`src/rtl/bk_rr_arbiter_if.sv`:
```
// Register-access request channel: valid/ready handshake plus address, write data/strobes and read data.
// The requester drives the master modport, the responder the slave modport.
interface bk_rr_arbiter_if #(
    parameter int ADDR_WIDTH = 15
);
    logic                  valid;
    logic                  rd_wr;
    logic [ADDR_WIDTH-1:0] addr;
    logic [31:0]           wdata;
    logic [3:0]            wstrb;
    logic                  ready;
    logic [31:0]           rdata;

    modport master (
        output valid, rd_wr, addr, wdata, wstrb,
        input  ready, rdata
    );

    modport slave (
        input  valid, rd_wr, addr, wdata, wstrb,
        output ready, rdata
    );
endinterface

```
`src/rtl/bk_rr_arbiter.sv`:
```
// Two-requester round-robin arbiter/sequencer for the backend register port; latency: valid -> t_valid 1 cycle, -> m*_ready >= 2.
// Backpressure: one transaction in flight (IDLE/BUSY/RESP); the loser waits with valid held, a silent target is cut off after TIMEOUT cycles.
module bk_rr_arbiter #(
    parameter int ADDR_WIDTH = 15,
    parameter int TIMEOUT    = 255
) (
    input  logic               axi_aclk,
    input  logic               axi_areset,
    bk_rr_arbiter_if.slave     m0,
    bk_rr_arbiter_if.slave     m1,
    bk_rr_arbiter_if.master    t,
    input  logic               err_clr,
    output logic               timeout_err,
    output logic               arb_busy,
    output logic               arb_gnt
);
    localparam int              CNT_W    = 10;
    localparam logic [CNT_W-1:0] CNT_LAST = CNT_W'(TIMEOUT - 1);

    typedef enum logic [1:0] {
        S_IDLE = 2'd0,
        S_BUSY = 2'd1,
        S_RESP = 2'd2
    } state_t;

    state_t                state_q, state_d;
    logic [CNT_W-1:0]      cnt_q, cnt_d;
    logic                  rd_wr_q, rd_wr_d;
    logic [ADDR_WIDTH-1:0] addr_q, addr_d;
    logic [31:0]           wdata_q, wdata_d;
    logic [3:0]            wstrb_q, wstrb_d;
    logic [31:0]           rsp_q, rsp_d;
    logic                  gnt_q, gnt_d;
    logic                  last_q, last_d;
    logic                  err_q, err_d;

    logic                  pick;
    logic                  sel_rd_wr;
    logic [ADDR_WIDTH-1:0] sel_addr;
    logic [31:0]           sel_wdata;
    logic [3:0]            sel_wstrb;
    logic                  m0_rdy;
    logic                  m1_rdy;

    // Tie goes to whoever did not win last; a lone requester always wins.
    always_comb begin
        pick      = (m0.valid && m1.valid) ? ~last_q : m1.valid;
        sel_rd_wr = pick ? m1.rd_wr : m0.rd_wr;
        sel_addr  = pick ? m1.addr  : m0.addr;
        sel_wdata = pick ? m1.wdata : m0.wdata;
        sel_wstrb = pick ? m1.wstrb : m0.wstrb;
    end

    always_comb begin
        state_d = state_q;
        cnt_d   = cnt_q;
        rd_wr_d = rd_wr_q;
        addr_d  = addr_q;
        wdata_d = wdata_q;
        wstrb_d = wstrb_q;
        rsp_d   = rsp_q;
        gnt_d   = gnt_q;
        last_d  = last_q;
        err_d   = err_clr ? 1'b0 : err_q;

        unique case (state_q)
            S_IDLE: begin
                if (m0.valid || m1.valid) begin
                    gnt_d   = pick;
                    last_d  = pick;
                    rd_wr_d = sel_rd_wr;
                    addr_d  = sel_addr;
                    wdata_d = sel_rd_wr ? 32'h0 : sel_wdata;
                    wstrb_d = sel_rd_wr ? 4'h0  : sel_wstrb;
                    cnt_d   = '0;
                    state_d = S_BUSY;
                end
            end
            S_BUSY: begin
                cnt_d = cnt_q + CNT_W'(1);
                if (t.ready) begin
                    rsp_d   = rd_wr_q ? t.rdata : 32'h0;
                    state_d = S_RESP;
                end else if (cnt_q == CNT_LAST) begin
                    rsp_d   = rd_wr_q ? 32'hFFFF_FFFF : 32'h0;
                    err_d   = 1'b1;
                    state_d = S_RESP;
                end
            end
            S_RESP: begin
                cnt_d   = '0;
                state_d = S_IDLE;
            end
            default: state_d = S_IDLE;
        endcase
    end

    always_ff @(posedge axi_aclk) begin
        if (axi_areset) begin
            state_q <= S_IDLE;
            cnt_q   <= '0;
            rd_wr_q <= 1'b0;
            addr_q  <= '0;
            wdata_q <= '0;
            wstrb_q <= '0;
            rsp_q   <= '0;
            gnt_q   <= 1'b0;
            last_q  <= 1'b1;
            err_q   <= 1'b0;
        end else begin
            state_q <= state_d;
            cnt_q   <= cnt_d;
            rd_wr_q <= rd_wr_d;
            addr_q  <= addr_d;
            wdata_q <= wdata_d;
            wstrb_q <= wstrb_d;
            rsp_q   <= rsp_d;
            gnt_q   <= gnt_d;
            last_q  <= last_d;
            err_q   <= err_d;
        end
    end

    assign m0_rdy = (state_q == S_RESP) && !gnt_q;
    assign m1_rdy = (state_q == S_RESP) &&  gnt_q;

    assign m0.ready = m0_rdy;
    assign m0.rdata = m0_rdy ? rsp_q : 32'h0;
    assign m1.ready = m1_rdy;
    assign m1.rdata = m1_rdy ? rsp_q : 32'h0;

    assign t.valid = (state_q == S_BUSY);
    assign t.rd_wr = rd_wr_q;
    assign t.addr  = addr_q;
    assign t.wdata = wdata_q;
    assign t.wstrb = wstrb_q;

    assign timeout_err = err_q;
    assign arb_busy    = (state_q != S_IDLE);
    assign arb_gnt     = gnt_q;
endmodule

```
`src/flat_wrapper.sv`:
```
// flat-port wrapper written by rule: the top's interface ports become plain ports
module bk_rr_arbiter_flat 
#(
    parameter int ADDR_WIDTH = 15,
    parameter int TIMEOUT    = 255
)
  (axi_aclk, axi_areset, err_clr, timeout_err, arb_busy, arb_gnt, m0_valid, m0_rd_wr, m0_addr, m0_wdata, m0_wstrb, m0_ready, m0_rdata, m1_valid, m1_rd_wr, m1_addr, m1_wdata, m1_wstrb, m1_ready, m1_rdata, t_valid, t_rd_wr, t_addr, t_wdata, t_wstrb, t_ready, t_rdata);
  bk_rr_arbiter_if #(.ADDR_WIDTH(ADDR_WIDTH)) m0_i ();
  bk_rr_arbiter_if #(.ADDR_WIDTH(ADDR_WIDTH)) m1_i ();
  bk_rr_arbiter_if #(.ADDR_WIDTH(ADDR_WIDTH)) t_i ();
  input  logic axi_aclk;
  input  logic axi_areset;
  input  logic err_clr;
  output logic timeout_err;
  output logic arb_busy;
  output logic arb_gnt;
  input wire logic [$bits(m0_i.valid)-1:0] m0_valid;
  input wire logic [$bits(m0_i.rd_wr)-1:0] m0_rd_wr;
  input wire logic [$bits(m0_i.addr)-1:0] m0_addr;
  input wire logic [$bits(m0_i.wdata)-1:0] m0_wdata;
  input wire logic [$bits(m0_i.wstrb)-1:0] m0_wstrb;
  output wire logic [$bits(m0_i.ready)-1:0] m0_ready;
  output wire logic [$bits(m0_i.rdata)-1:0] m0_rdata;
  input wire logic [$bits(m1_i.valid)-1:0] m1_valid;
  input wire logic [$bits(m1_i.rd_wr)-1:0] m1_rd_wr;
  input wire logic [$bits(m1_i.addr)-1:0] m1_addr;
  input wire logic [$bits(m1_i.wdata)-1:0] m1_wdata;
  input wire logic [$bits(m1_i.wstrb)-1:0] m1_wstrb;
  output wire logic [$bits(m1_i.ready)-1:0] m1_ready;
  output wire logic [$bits(m1_i.rdata)-1:0] m1_rdata;
  output wire logic [$bits(t_i.valid)-1:0] t_valid;
  output wire logic [$bits(t_i.rd_wr)-1:0] t_rd_wr;
  output wire logic [$bits(t_i.addr)-1:0] t_addr;
  output wire logic [$bits(t_i.wdata)-1:0] t_wdata;
  output wire logic [$bits(t_i.wstrb)-1:0] t_wstrb;
  input wire logic [$bits(t_i.ready)-1:0] t_ready;
  input wire logic [$bits(t_i.rdata)-1:0] t_rdata;
  assign m0_i.valid = m0_valid;
  assign m0_i.rd_wr = m0_rd_wr;
  assign m0_i.addr = m0_addr;
  assign m0_i.wdata = m0_wdata;
  assign m0_i.wstrb = m0_wstrb;
  assign m0_ready = m0_i.ready;
  assign m0_rdata = m0_i.rdata;
  assign m1_i.valid = m1_valid;
  assign m1_i.rd_wr = m1_rd_wr;
  assign m1_i.addr = m1_addr;
  assign m1_i.wdata = m1_wdata;
  assign m1_i.wstrb = m1_wstrb;
  assign m1_ready = m1_i.ready;
  assign m1_rdata = m1_i.rdata;
  assign t_valid = t_i.valid;
  assign t_rd_wr = t_i.rd_wr;
  assign t_addr = t_i.addr;
  assign t_wdata = t_i.wdata;
  assign t_wstrb = t_i.wstrb;
  assign t_i.ready = t_ready;
  assign t_i.rdata = t_rdata;
  bk_rr_arbiter #(.ADDR_WIDTH(ADDR_WIDTH), .TIMEOUT(TIMEOUT)) u_core (.axi_aclk(axi_aclk), .axi_areset(axi_areset), .m0(m0_i), .m1(m1_i), .t(t_i), .err_clr(err_clr), .timeout_err(timeout_err), .arb_busy(arb_busy), .arb_gnt(arb_gnt));
endmodule
```
`config.mk`:
```
export PLATFORM = sky130hd
export DESIGN_NAME = bk_rr_arbiter_flat
export DESIGN_NICKNAME = d
export VERILOG_FILES = /design/src/rtl/bk_rr_arbiter_if.sv /design/src/rtl/bk_rr_arbiter.sv /design/src/flat_wrapper.sv
export SDC_FILE = /design/constraint.sdc
export NUM_CORES = 1
export LEC_CHECK = 0
export CAP_MARGIN = 20
export CORE_AREA = 5 5 124 126
export DETAILED_ROUTE_END_ITERATION = 7
export DIE_AREA = 0 0 129 131
export GPL_ROUTABILITY_DRIVEN = 0
export GPL_TIMING_DRIVEN = 1
export PLACE_DENSITY_LB_ADDON = 0.3
export SYNTH_ARGS = -nofsm -noshare
export SYNTH_HDL_FRONTEND = slang
export SYNTH_SLANG_ARGS = --single-unit
```
`constraint.sdc`:
```
create_clock -name axi_aclk -period 1.5 [get_ports axi_aclk]
set_input_delay 0.15 -clock axi_aclk [delete_from_list [all_inputs] [get_ports axi_aclk]]
set_output_delay 0.15 -clock axi_aclk [all_outputs]
set_load 0.05 [all_outputs]
```
## Yosys cells after proc, flatten, opt, wreduce, memory -nomap -nowiden

Index checks and enable logic that the tools add are counted.

| storage, ports and cells | value |
|---|---|
| output and inout bits | 122 |
| input bits | 142 |
| logic and storage cells | 53 |
| flip-flop bits (word level) | 99 |

| operators by class | value |
|---|---|
| eq/ne operators | 5 |
| reductions and logical operators | 13 |
| multiplexer cells | 23 |
| bitwise gates (word level) | 1 |
| $add $sub $neg | 1 |

Operators by type and width:

| kind | number |
|---|---|
| $mux W32 | 8 |
| $pmux W10 S3 | 1 |
| $mux W15 | 1 |
| $add A10 B1 Y10 const B | 1 |
| $eq A10 B8 Y1 const B | 1 |
| $mux W10 | 1 |
| $mux W4 | 2 |
| $reduce_and A2 Y1 | 4 |
| $mux W1 | 6 |
| $mux W2 | 3 |
| $pmux W2 S2 | 1 |
| $reduce_bool A2 Y1 | 2 |
| $logic_and A1 B1 Y1 | 3 |
| $ne A3 B1 Y1 const B | 1 |
| $reduce_bool A3 Y1 | 1 |
| $eq A2 B1 Y1 const B | 1 |
| $eq A2 B2 Y1 const B | 1 |
| $logic_not A2 Y1 | 1 |
| $ne A2 B1 Y1 const B | 1 |
| $logic_not A1 Y1 | 1 |
| $logic_or A1 B1 Y1 | 1 |
| $not A1 Y1 | 1 |

## Logic depth before layout (Yosys ltp)

| depth | value |
|---|---|
| word-level depth | 4 |
| mapped depth | 8 |

## Worst setup path before layout

No wires, ideal clock.

| timing | value |
|---|---|
| path kind | register -> output |
| start point | register u_core.gnt_q (netlist: u_core.arb_gnt) |
| end point | output port m0_rdata[22] |
| cell stages (with the launch flop) | 4 |
| data arrival time | 2.049 ns |
| slack | -0.699 ns |
| buffers on the path | 1 |
| required time | 1.350 ns |
| cell sequence | dfxtp_1 nor3b_1 clkbuf_1 and2_1 |

| on the way | value |
|---|---|
| word-level cells in the longest chain between the ends | 3 |

RTL lines:

| what | RTL line | text |
|---|---|---|
| start: declaration | bk_rr_arbiter.sv:33 | `logic gnt_q, gnt_d;` |
| start signal: assignment | bk_rr_arbiter.sv:118 | `gnt_q <= gnt_d;` |
| $logic_not A1 Y1 | bk_rr_arbiter.sv:124 | `assign m0_rdy = (state_q == S_RESP) && !gnt_q;` |
| $logic_and A1 B1 Y1 | bk_rr_arbiter.sv:124 |  |
| via m0_ready | flat_wrapper.sv:22 | `output wire logic [$bits(m0_i.ready)-1:0] m0_ready;` |
| $mux W32 | bk_rr_arbiter.sv:128 | `assign m0.rdata = m0_rdy ? rsp_q : 32'h0;` |
| end: declaration | flat_wrapper.sv:23 | `output wire logic [$bits(m0_i.rdata)-1:0] m0_rdata;` |

The timed path passes the listed nets, and every way through them passes these cells.

## Worst setup path after layout

| timing | value |
|---|---|
| start point | register u_core.state_q[0] |
| end point | output port m1_rdata[17] |

| on the way | value |
|---|---|
| word-level cells in the longest chain between the ends | 3 |

RTL lines:

| what | RTL line | text |
|---|---|---|
| start: declaration | bk_rr_arbiter.sv:26 | `state_t state_q, state_d;` |
| start signal: assignment | bk_rr_arbiter.sv:111 | `state_q <= state_d;` |
| $eq A2 B2 Y1 | bk_rr_arbiter.sv:125 | `assign m1_rdy = (state_q == S_RESP) && gnt_q;` |
| $logic_and A1 B1 Y1 | bk_rr_arbiter.sv:125 |  |
| $mux W32 | bk_rr_arbiter.sv:130 | `assign m1.rdata = m1_rdy ? rsp_q : 32'h0;` |
| end: declaration | flat_wrapper.sv:30 | `output wire logic [$bits(m1_i.rdata)-1:0] m1_rdata;` |

No other way between the ends.

==> impl_metrics.toml <==
[worst_setup_path]
worstPathRequired_ns = 1.35
ff2ff_path_depth = 7
slowest_stage = "dfxtp_4"
reg2reg_from = "u_core.state_q[0]"
crit_path_start = "u_core.state_q[0]"
critPathCaptureType = "output port"
critical_path.max_fanout = 5
crit_type = "flop to output port"
cp.arrival_ns = 1.61
timing.rr.end = "u_core.t.wdata[5]"
start_kind = "flop"
endpoint = "m1_rdata[17]"
max_stage_delay_ns = 0.36
path_cells = "and3b_2 > buf_4 > buf_8 > and2_2 > buf_12"
r2r_setup_slack_ns = -0.16

[die]
rows = 44
die_w_um = 129
fp.dieArea_um2 = 16900
ios = 264
initial_core_util = 0.3473
core_area_um2 = 14200
die_h_um = 131

[clock_network]
clk_pin_slew_ns = 0.07
htree_levels = 3
worstSkewPairLatency_ns = 0.34
cts_num_sinks = 99
cts_root_buf = "clkbuf_16"
clockBufferDepth = 2
cts_tree = "built"
cts_buffers = 9

[finish]
fillers = 1021
fin_cells = 1026
drive_above_1_share = 0.4002
fin_area_um2 = 9844
fin_nets = 983
synthToLayoutAreaGrowth_pct = 99.54
fin_util = 0.6931
n_antenna_cell = 0

[detailed_routing]
antenna_left = 0
dr_total_vias = 5223
first_iter_violations = 237
routedWlPerCell_um = 18.24
routed_via_density = 5.091
first_pass_iters = 5
drc_errors = 0
routed_wl_um = 18720

[sta]
setup_viol = 132
worstMarginPinSlew_ns = 0.5277
skew_ns = 0.006500
rsz0062_at_grt = "yes"
hold-worst-slack_ns = 0.2995
fmax_mhz = 567.7
drv_slew = 0
final-hold-violation-count = 0
finalSetupTns_ns = -19.73
final.setup.worst_slack_ns = -0.2614
period_share = 1.174
period_needed_ns = 1.761
slew_headroom = 0.6478

[place]
place_ws_ns = -0.3247
dp_hpwl_um = 12810
placed_area_um2 = 8620
io_buffers = 263
place_inst = 978

[yosys]
ys_ff_latch = 99
syn_nets = 685
yosysSeqAreaShare = 0.4017
synth_top_area_cell = "dfxtp_1"
avgSynthCellArea_um2 = 9.119
netlist_top_cells_area = "dfxtp_1 40%, mux2i_1 17%, and2_1 8.1%"
ys_warn_count = 0
yosysTopAreaCellShare = 0.4017
synthDistinctLibCells = 42
syn_inst = 541
synth_area_um2 = 4933

[pwr]
total_power_mw = 7.419
leakage_nw = 3.953
comb_power_share = 0.322
p_int_mw = 5.169
switchingPower_mw = 2.250
clkPwrFrac = 0.289
p_per_area_nw_per_um2 = 753.6
swShare = 0.3033
ir_worst_vdd_v = 0.0004973
seqPwrFrac = 0.389

[min_path]
holdCritPathClass = "primary input to flop"
hold_path_startpoint = "axi_areset"

[outcome]
status = "finished with violations"
violations = "negative setup slack"

[flow_run]
maxCapViolations = 0

[global_routing]
grt_overflow = 0
first_global_vias = 5286
grt_pass1_wl_um = 26500
grt_max_degree = 63
antenna_found_initial = 0
grt_use_total = 0.1976
kinds of logic (layout without fill, tap and decap cells):
logic type,Yosys count,in the layout,share of synthesized area
AND/OR/NAND/NOR,186,186,0.1981
adder cells (fa/ha/maj),2,2,0.005071
AO/OA/AOI/OAI,117,117,0.1684
buffers and inverters,54,355,0.05833
multiplexers,83,83,0.1684
flip-flops,99,99,0.4017
final cells by class:
class	instances	area (um^2)	area share
well taps	184	230.2	0.02339
clock inverters	3	15.01	0.001525
clock buffers	11	252.7	0.02567
repair buffers	334	4135	0.4201
multi-input cells	388	3182	0.3232
inverters	7	28.78	0.002923
flip-flops and latches	99	2001	0.2032
flip-flops by register name, summed over array words and instances, names as in the netlist, 2 cells and up:
register and cells:
u_core.cnt_q 10, u_core.state_q 2, u_core.t.wstrb 4, u_core.rsp_q 32, u_core.t.wdata 32, u_core.t.addr 15
per-layer routing:
metal / GRT usage / wire length [um] / vias up / share of wire
met5: 0 / 0 / - / 0
met4: 0.06485 / 408 / 0 / 0.022
met3: 0.05000 / 1249 / 27 / 0.067
met2: 0.3613 / 9828 / 206 / 0.53
met1: 0.2247 / 7233 / 2497 / 0.39
li1: - / - / 2493 / -
worst max-delay path: cells and delay by family (launching register included):
kind | cells | cell delay (ns)
buf+inv | 3 | 0.43
flops | 1 | 0.36
simple gates | 2 | 0.47
what timing repair did:
action / CTS / global route
endpoints found under the hold margin: 0 / 0
gates cloned: 6 / 9
pin swaps: 31 / 15
hold buffers: 0 / 0
gates resized for setup: 66 / 80
setup endpoints to repair: 145 / 148
setup buffers: 14 / 10
cells in the final DEF, fill, tap and decap left out, types with 3 or more instances in the layout:
cell type          n
clkdlybuf4s50_1  140
dfxtp_1           92
buf_12            83
buf_4             83
mux2i_1           81
and2_4            63
nor2_1            58
o21ai_0           34
a2bb2oi_2         26
nand2b_1          21
nand2_1           19
clkbuf_16         16
a211oi_1          15
buf_6             15
a2bb2oi_1         10
a21oi_1            5
a31oi_1            5
inv_1              4
dfxtp_4            4
nor3b_4            3
a21o_1             3
a311oi_1           3
nand3_1            3
clkinv_2           3
buf_8              3
dfxtp_2            3
power groups by stage:
| stage | Sequential (mW) | Clock (mW) | Combinational [mW] |
|---|---|---|---|
| 2_1_floorplan | 3.30 | 0 | 0.733 |
| 3_3_place_gp | 2.93 | 0 | 1.93 |
| 3_5_place_dp | 2.93 | 0 | 1.98 |
| 4_1_cts | 2.87 | 2.22 | 2.12 |
| 5_1_grt | 2.90 | 2.33 | 2.52 |
| 6_report | 2.89 | 2.14 | 2.39 |
how the worst min path moves through the flow:
| stage | end | depth (start not counted) | slack (ns) |
|---|---|---|---|
| after global routing | u_core.t.wdata[19] | 3 | 0.30 |
| after detailed placement | u_core.rsp_q[18] | 2 | 0.47 |
| after CTS | u_core.t.wdata[17] | 3 | 0.29 |
| final | u_core.t.wdata[17] | 3 | 0.30 |
| after floorplan | u_core.rsp_q[31] | 2 | 0.33 |
| after global placement | u_core.rsp_q[19] | 2 | 0.45 |
cell usage after synthesis:
library cell / number
a31oi_1: 5
nand2b_1: 22
nor3_1: 2
nand2_1: 19
buf_2: 11
o2111ai_1: 1
clkbuf_1: 27
or3_1: 1
a22oi_1: 1
and4_1: 1
buf_12: 3
nand3b_1: 1
and3b_1: 1
o31ai_1: 1
o21a_1: 1
buf_6: 1
a21o_1: 3
a2bb2oi_1: 36
o21ai_0: 36
and3_1: 2
a211o_1: 1
dfxtp_1: 99
a32oi_2: 1
a311oi_1: 5
inv_1: 7
and4_4: 1
mux2i_1: 83
o211a_1: 1
a21boi_0: 1
and2_1: 64
nor2_1: 61
nor4_1: 1
a211oi_1: 16
and4b_1: 1
a21oi_1: 7
nor3b_1: 4
buf_4: 4
nor2b_1: 2
a41oi_1: 1
buf_1: 1
nand3_1: 3
ha_1: 2
No activity file was read; power rests on OpenSTA's default activity.
